File: src/rtl/nl_act_scheduler.sv
// nl_act_scheduler
// Job-level controller in front of the nonlinear activation unit.
// Accepts one activation job at a time and validates it. For sigmoid/tanh
// jobs it streams the coefficient table from configuration memory into the
// LUT, but only when the resident table belongs to another function. It then
// launches the activation unit, waits for completion plus a drain period, and
// reports done or err.
//
// Ports
//   clk, reset               clock, asynchronous active-low reset
//   job_valid/job_ready      job handshake; ready only while IDLE
//   job_type/cycles/shift    job descriptor (0=ReLU, 3=sigmoid, 4=tanh)
//   job_cfg_base             config address of word 0 of the table to load
//   lut_invalidate           forces a reload on the next sigmoid/tanh job
//   job_done, job_err        one-cycle completion / rejection pulses
//   cfg_rd_*                 config-memory read port (data one cycle later)
//   *_ext_lut                LUT write port
//   enable_nonlinear_block   one-cycle launch pulse
//   type_nonlinear_function, NUMBER_OF_ACTIVATION_CYCLES, SHIFT_FIXED_POINT
//                            job fields held from accept to the next accept
//   finished_activation      completion flag from the activation unit
//   busy                     high whenever not IDLE
module nl_act_scheduler #(
   parameter int LUT_ADDR       = 7,
   parameter int LUT_DATA_WIDTH = 8,
   parameter int CFG_ADDR_W     = 12,
   parameter int SIG_BASE       = 0,
   parameter int SIG_LEN        = 53,
   parameter int TANH_BASE      = 53,
   parameter int TANH_LEN       = 53,
   parameter int N_DIM_ARRAY    = 8,
   parameter int DRAIN_CYCLES   = 2
) (
   input  logic                      clk,
   input  logic                      reset,
   input  logic                      job_valid,
   output logic                      job_ready,
   input  logic [2:0]                job_type,
   input  logic [15:0]               job_cycles,
   input  logic [7:0]                job_shift,
   input  logic [CFG_ADDR_W-1:0]     job_cfg_base,
   input  logic                      lut_invalidate,
   output logic                      job_done,
   output logic                      job_err,
   output logic                      cfg_rd_en,
   output logic [CFG_ADDR_W-1:0]     cfg_rd_addr,
   input  logic [LUT_DATA_WIDTH-1:0] cfg_rd_data,
   output logic                      wr_en_ext_lut,
   output logic [LUT_ADDR-1:0]       wr_addr_ext_lut,
   output logic [LUT_DATA_WIDTH-1:0] wr_data_ext_lut,
   output logic                      enable_nonlinear_block,
   output logic [2:0]                type_nonlinear_function,
   output logic [15:0]               NUMBER_OF_ACTIVATION_CYCLES,
   output logic [7:0]                SHIFT_FIXED_POINT,
   input  logic                      finished_activation,
   output logic                      busy
);

   // Counter is one bit wider than the LUT address so it can reach L itself.
   localparam int CNT_W = LUT_ADDR + 1;
   localparam logic [CNT_W-1:0]    SIG_LEN_C    = CNT_W'(SIG_LEN);
   localparam logic [CNT_W-1:0]    TANH_LEN_C   = CNT_W'(TANH_LEN);
   localparam logic [LUT_ADDR-1:0] SIG_BASE_C   = LUT_ADDR'(SIG_BASE);
   localparam logic [LUT_ADDR-1:0] TANH_BASE_C  = LUT_ADDR'(TANH_BASE);
   localparam logic [CNT_W-1:0]    DRAIN_LAST_C = CNT_W'(DRAIN_CYCLES - 1);

   typedef enum logic [2:0] {
      S_IDLE, S_LOAD, S_LAUNCH, S_RUN, S_DRAIN, S_DONE, S_ERR
   } state_t;

   typedef enum logic [1:0] {TAG_NONE, TAG_SIG, TAG_TANH} tag_t;

   state_t                  state_q;
   tag_t                    tag_q;
   logic                    pend_q;
   logic                    runFirst_q;
   logic [CNT_W-1:0]        cnt_q;
   logic [CFG_ADDR_W-1:0]   cfgBase_q;
   logic                    rdEn_q;
   logic [CFG_ADDR_W-1:0]   rdAddr_q;
   logic                    wrEn_q;
   logic [LUT_ADDR-1:0]     wrAddr_q;
   logic                    launch_q;
   logic                    done_q;
   logic                    err_q;
   logic [2:0]              type_q;
   logic [15:0]             cycles_q;
   logic [7:0]              shift_q;

   logic                    typeOk;
   logic                    cyclesOk;
   logic                    isLutJob;
   tag_t                    jobTag;
   logic                    needLoad;
   logic [CNT_W-1:0]        curLen;
   logic [LUT_ADDR-1:0]     curBase;
   tag_t                    curTag;

   // Decode of the incoming job, used only in the accept cycle. A pending
   // invalidate (or one arriving right now) forces the reload.
   assign typeOk   = (job_type == 3'd0) || (job_type == 3'd3) || (job_type == 3'd4);
   assign cyclesOk = (job_cycles != 16'd0) &&
                     ((job_cycles % 16'(N_DIM_ARRAY)) == 16'd0);
   assign isLutJob = (job_type == 3'd3) || (job_type == 3'd4);
   assign jobTag   = (job_type == 3'd3) ? TAG_SIG : TAG_TANH;
   assign needLoad = isLutJob && ((tag_q != jobTag) || pend_q || lut_invalidate);

   // Table geometry of the captured job, used while loading.
   assign curLen  = (type_q == 3'd3) ? SIG_LEN_C  : TANH_LEN_C;
   assign curBase = (type_q == 3'd3) ? SIG_BASE_C : TANH_BASE_C;
   assign curTag  = (type_q == 3'd3) ? TAG_SIG    : TAG_TANH;

   // Job sequencer. Pulse outputs default low each cycle and are raised on
   // the edge that enters the state they belong to, so each one is visible
   // exactly during that state's cycle. In LOAD, cnt_q is the index of the
   // current cycle: read k is issued in cycle k and written in cycle k+1.
   always_ff @(posedge clk or negedge reset) begin
      if (!reset) begin
         state_q    <= S_IDLE;
         tag_q      <= TAG_NONE;
         pend_q     <= 1'b0;
         runFirst_q <= 1'b0;
         cnt_q      <= '0;
         cfgBase_q  <= '0;
         rdEn_q     <= 1'b0;
         rdAddr_q   <= '0;
         wrEn_q     <= 1'b0;
         wrAddr_q   <= '0;
         launch_q   <= 1'b0;
         done_q     <= 1'b0;
         err_q      <= 1'b0;
         type_q     <= '0;
         cycles_q   <= '0;
         shift_q    <= '0;
      end else begin
         launch_q <= 1'b0;
         done_q   <= 1'b0;
         err_q    <= 1'b0;
         rdEn_q   <= 1'b0;
         wrEn_q   <= 1'b0;
         if (lut_invalidate) begin
            pend_q <= 1'b1;
         end
         case (state_q)
            S_IDLE: begin
               if (job_valid) begin
                  type_q   <= job_type;
                  cycles_q <= job_cycles;
                  shift_q  <= job_shift;
                  if (!(typeOk && cyclesOk)) begin
                     state_q <= S_ERR;
                     err_q   <= 1'b1;
                  end else if (needLoad) begin
                     state_q   <= S_LOAD;
                     cnt_q     <= '0;
                     cfgBase_q <= job_cfg_base;
                     rdEn_q    <= 1'b1;
                     rdAddr_q  <= job_cfg_base;
                     tag_q     <= TAG_NONE;
                     pend_q    <= 1'b0;
                  end else begin
                     state_q  <= S_LAUNCH;
                     launch_q <= 1'b1;
                  end
               end
            end
            S_LOAD: begin
               if (cnt_q == curLen) begin
                  // Last write is out; an invalidate seen during the load
                  // leaves the table untrusted.
                  state_q  <= S_LAUNCH;
                  launch_q <= 1'b1;
                  tag_q    <= (pend_q || lut_invalidate) ? TAG_NONE : curTag;
               end else begin
                  wrEn_q   <= 1'b1;
                  wrAddr_q <= curBase + cnt_q[LUT_ADDR-1:0];
                  if ((cnt_q + 1'b1) < curLen) begin
                     rdEn_q   <= 1'b1;
                     rdAddr_q <= cfgBase_q + CFG_ADDR_W'(cnt_q + 1'b1);
                  end
                  cnt_q <= cnt_q + 1'b1;
               end
            end
            S_LAUNCH: begin
               state_q    <= S_RUN;
               runFirst_q <= 1'b1;
            end
            S_RUN: begin
               // The unit's counter is still zero in the first RUN cycle, so
               // its finished flag is stale there.
               if (runFirst_q) begin
                  runFirst_q <= 1'b0;
               end else if (finished_activation) begin
                  state_q <= S_DRAIN;
                  cnt_q   <= '0;
               end
            end
            S_DRAIN: begin
               if (cnt_q == DRAIN_LAST_C) begin
                  state_q <= S_DONE;
                  done_q  <= 1'b1;
               end else begin
                  cnt_q <= cnt_q + 1'b1;
               end
            end
            S_DONE:  state_q <= S_IDLE;
            S_ERR:   state_q <= S_IDLE;
            default: state_q <= S_IDLE;
         endcase
      end
   end

   assign job_ready                   = (state_q == S_IDLE);
   assign busy                        = (state_q != S_IDLE);
   assign job_done                    = done_q;
   assign job_err                     = err_q;
   assign cfg_rd_en                   = rdEn_q;
   assign cfg_rd_addr                 = rdAddr_q;
   assign wr_en_ext_lut               = wrEn_q;
   assign wr_addr_ext_lut             = wrAddr_q;
   // Read data is only valid in the write cycle, so it is forwarded directly.
   assign wr_data_ext_lut             = wrEn_q ? cfg_rd_data : '0;
   assign enable_nonlinear_block      = launch_q;
   assign type_nonlinear_function     = type_q;
   assign NUMBER_OF_ACTIVATION_CYCLES = cycles_q;
   assign SHIFT_FIXED_POINT           = shift_q;

endmodule

File: config.mk
export PLATFORM = sky130hd
export DESIGN_NAME = nl_act_scheduler
export DESIGN_NICKNAME = d
export VERILOG_FILES = /design/src/rtl/nl_act_scheduler.sv
export SDC_FILE = /design/constraint.sdc
export NUM_CORES = 1
export LEC_CHECK = 0
export CAP_MARGIN = 15
export CORE_UTILIZATION = 44
export DETAILED_ROUTE_END_ITERATION = 12
export PLACE_DENSITY_LB_ADDON = 0.08
export SYNTH_ARGS = -nofsm -noshare
export SYNTH_HDL_FRONTEND = slang
export SYNTH_SLANG_ARGS = --single-unit
File: constraint.sdc
create_clock -name clk -period 2.6 [get_ports clk]
set_input_delay 0.52 -clock clk [delete_from_list [all_inputs] [get_ports clk]]
set_output_delay 0.52 -clock clk [all_outputs]
set_load 0.05 [all_outputs]
==> flow_metrics.tcl <==
set metrics [dict create \
    post-route-period-util_pct 97.13 \
    drive_gt1_share_pct 21.85 \
    seq_power_share_pct 26.5 \
    antenna_left 0 \
    synth_most_common_cell "dfrtp_1" \
    synthFlopType "dfrtp_1" \
    syn_avg_cell_area_um2 10.65 \
    via_per_inst 5.139 \
    die_h_um 99.90 \
    first_iter_violations 101 \
    ctsHoldBuffers 0 \
    cap_violations 0 \
    power_density_nw_per_um2 1289 \
    clkLatencyLatePin_ps 350 \
    initial_utilization_pct 45.63 \
    antenna_found_initial 0 \
    setup_viol 0 \
    core-area_um2 9240 \
    synthArstFlopShare_pct 100.0 \
    grt_setup_unrepaired "false" \
    synth_top_area_cell "dfrtp_1" \
    track_usage_pct 20.43 \
    yosysSeqAreaShare_pct 46.29 \
    ff_latch_area_um2 1952 \
    switching_share_pct 45.99 \
    multi_input_area_um2 2141 \
    relSlewSlack_pct 59.01 \
    htree_levels 3 \
    num-nets-final 595 \
    clk_path_buf_depth 2 \
    cp-start-kind "register" \
    dieArea_um2 9979 \
    grt_first_pass_wirelength_mm 15.90 \
    rows 35 \
    combinationalPowerShare_pct 58.2 \
    synthCells 396 \
    fillers 776 \
    p_leak_uw 0.002581 \
    min_path_type "in2async" \
    area_growth_pct 38.66 \
    totalWireLength_mm 9.680 \
    vias 3392 \
    cts_buffers 9 \
    yosys-top-cells-count "78 x dfrtp_1, 48 x nand2_1, 41 x mux2_2" \
    crit_path_max_fanout 10 \
    fin_crit_ps 2525 \
    diodes 0 \
    synthTopCellsByArea "dfrtp_1 46%, mux2_2 11%, ha_1 4.7%, nand2_1 4.3%, o21ai_0 3.6%" \
    fmax_mhz 396.0 \
    intPower_uw 4069 \
    maxSlewViolCount 0 \
    ioPinCount 113 \
    worstSetupEndpointType "output pin" \
    synth_cell_types 62 \
    cts_tree "built" \
    wl_per_cell_um 14.67 \
    tightestPinTransition_ps 610.8 \
    first_global_vias 3376 \
    clkPwrFrac_pct 15.3 \
    ir_drop_mv 0.7913 \
    p_total_uw 7534 \
    synth_edf_count 0 \
    die_x_um 99.90 \
    required_ps 2080 \
    final-hold-violation-count 0 \
    synthesis.area_um2 4217 \
    gr-total-overflow 0 \
    ys_seq_elements 78 \
    p_switching_uw 3465 \
    synth.top_cell.area_share_pct 46.29 \
    clk_pin_slew_worst_paths_ps 90 \
    fin_worst_skew_ps 10.63 \
    io_buffer_count 112 \
    grt_max_degree 42 \
    clkSinkCount 78 \
    root_buffer "clkbuf_8" \
    yosys_warnings 0 \
    drcViolationCount 0 \
    gp_congestion 0.8681 \
    crit_arrival_ps 2010 \
    dp_hpwl_mm 7.062 \
    fin_tns_setup_ps 0 \
    status "finished clean" \
    drt_first_pass_iters 5 \
    syn_nets 465 \
    crit_type "reg2out" \
]
-- cells by family (layout without fill, tap and decap cells) --
family	Yosys count	in the layout	share of synthesized area (%)
flops	78	78	46.29
xor+xnor	14	14	2.908
mux	50	50	14.15
buf+inv	28	163	3.175
simple gates	124	124	15.34
fa+ha+maj	17	17	5.223
compound gates	85	85	12.91
-- power by group through the flow --
stage	Sequential, uW	Combinational [uW]	Clock, uW
2_1_floorplan	3290	1730	0
3_3_place_gp	2000	4340	0
3_5_place_dp	2020	4390	0
4_1_cts	2000	4410	1180
5_1_grt	2070	4660	1230
6_report	2000	4390	1150
-- registers in the layout (all words and copies together) (netlist names), 2 cells and up --
| register | flops |
|---|---|
| tag_q | 2 |
| type_nonlinear_function | 3 |
| state_q | 3 |
| NUMBER_OF_ACTIVATION_CYCLES | 16 |
| cfgBase_q | 12 |
| cnt_q | 8 |
| SHIFT_FIXED_POINT | 8 |
| cfg_rd_addr | 12 |
| wr_addr_ext_lut | 7 |
-- worst max-delay path, stage by stage (launching register included) --
cell	delay [ps]
dfrtp_1	490
or3_4	460
clkdlybuf4s50_1	710
-- placed cells by master (no fill, tap or decap), drive strengths merged, types with 2 or more instances in the layout --
cell           Yosys  routed
clkdlybuf4s50      0     102
dfrtp             78      78
mux2              50      50
nand2             48      48
buf                8      36
o21ai             31      31
nor2              18      18
a21oi             18      18
ha                16      16
inv                9      12
and2              11      11
a31oi              9       9
clkbuf            11       9
xor2               8       8
nand3              7       7
nand2b             7       7
xnor2              6       6
nor3               5       5
o211ai             4       4
nor4               4       4
nor2b              3       3
a21o               3       3
bufinv             0       3
and3               3       3
nor3b              3       3
nand3b             2       2
and3b              2       2
a31o               2       2
or3                2       2
or4                2       2
a41oi              2       2
or3b               2       2
a211oi             2       2
-- path summary, 6_finish.rpt --
| kind | from | to | slack (ps) | cells past startpoint |
|---|---|---|---|---|
| max | state_q[2]$_DFFE_PN0P_ | busy | 70 | 2 |
| min | reset | wr_addr_ext_lut[3]$_DFFE_PN0P_ | 160 | 1 |
| max reg2reg | cnt_q[0]$_DFFE_PN0P_ | cfg_rd_addr[8]$_DFFE_PN0P_ | 160 | 11 |
| min reg2reg | wr_addr_ext_lut[3]$_DFFE_PN0P_ | wr_addr_ext_lut[3]$_DFFE_PN0P_ | 480 | 2 |
| max in group asynchronous | reset | cfg_rd_addr[8]$_DFFE_PN0P_ | 1800 | 2 |
| min in group clk | wr_addr_ext_lut[3]$_DFFE_PN0P_ | wr_addr_ext_lut[3]$_DFFE_PN0P_ | 480 | 2 |
-- stage by stage --
stage                     hold slack [ps]  std cells  area [um^2]  worst slack, ps  util, %
final                               161.7        660         5847            74.69    63.28
after global routing                188.1        660         5847            5.206    63.28
after CTS                           171.5        660         5842            68.48    63.22
after detailed placement            470.2        644         5590           -198.9    60.50
after global placement              461.2        644         5590           -192.8    60.50
after floorplan                     224.4        396         4225            101.3        -
-- what timing repair did --
action / CTS / global route
resized for setup: 0 / 1
setup endpoints to repair: 0 / 2
endpoints found under the hold margin: 0 / 0
buffers inserted: 0 / 0
-- metal layers --
metal	global-route usage, %	wire, um	up-vias	part of all wire, %
li1	-	-	1677	-
met1	25.85	4385	1610	45
met2	32.89	4484	93	46
met3	6.198	653	12	6.7
met4	7.919	157	0	1.6
met5	0	0	-	0
-- final cells by class --
class / instances / share of cell area, %
Clock inverter: 7 / 2.183
Sequential cell: 78 / 33.38
Inverter: 9 / 0.6420
Clock buffer: 9 / 2.119
Tap cell: 129 / 2.761
Timing Repair Buffer: 138 / 22.30
Multi-Input combinational cell: 290 / 36.61
(Power assumes the default switching activity.)
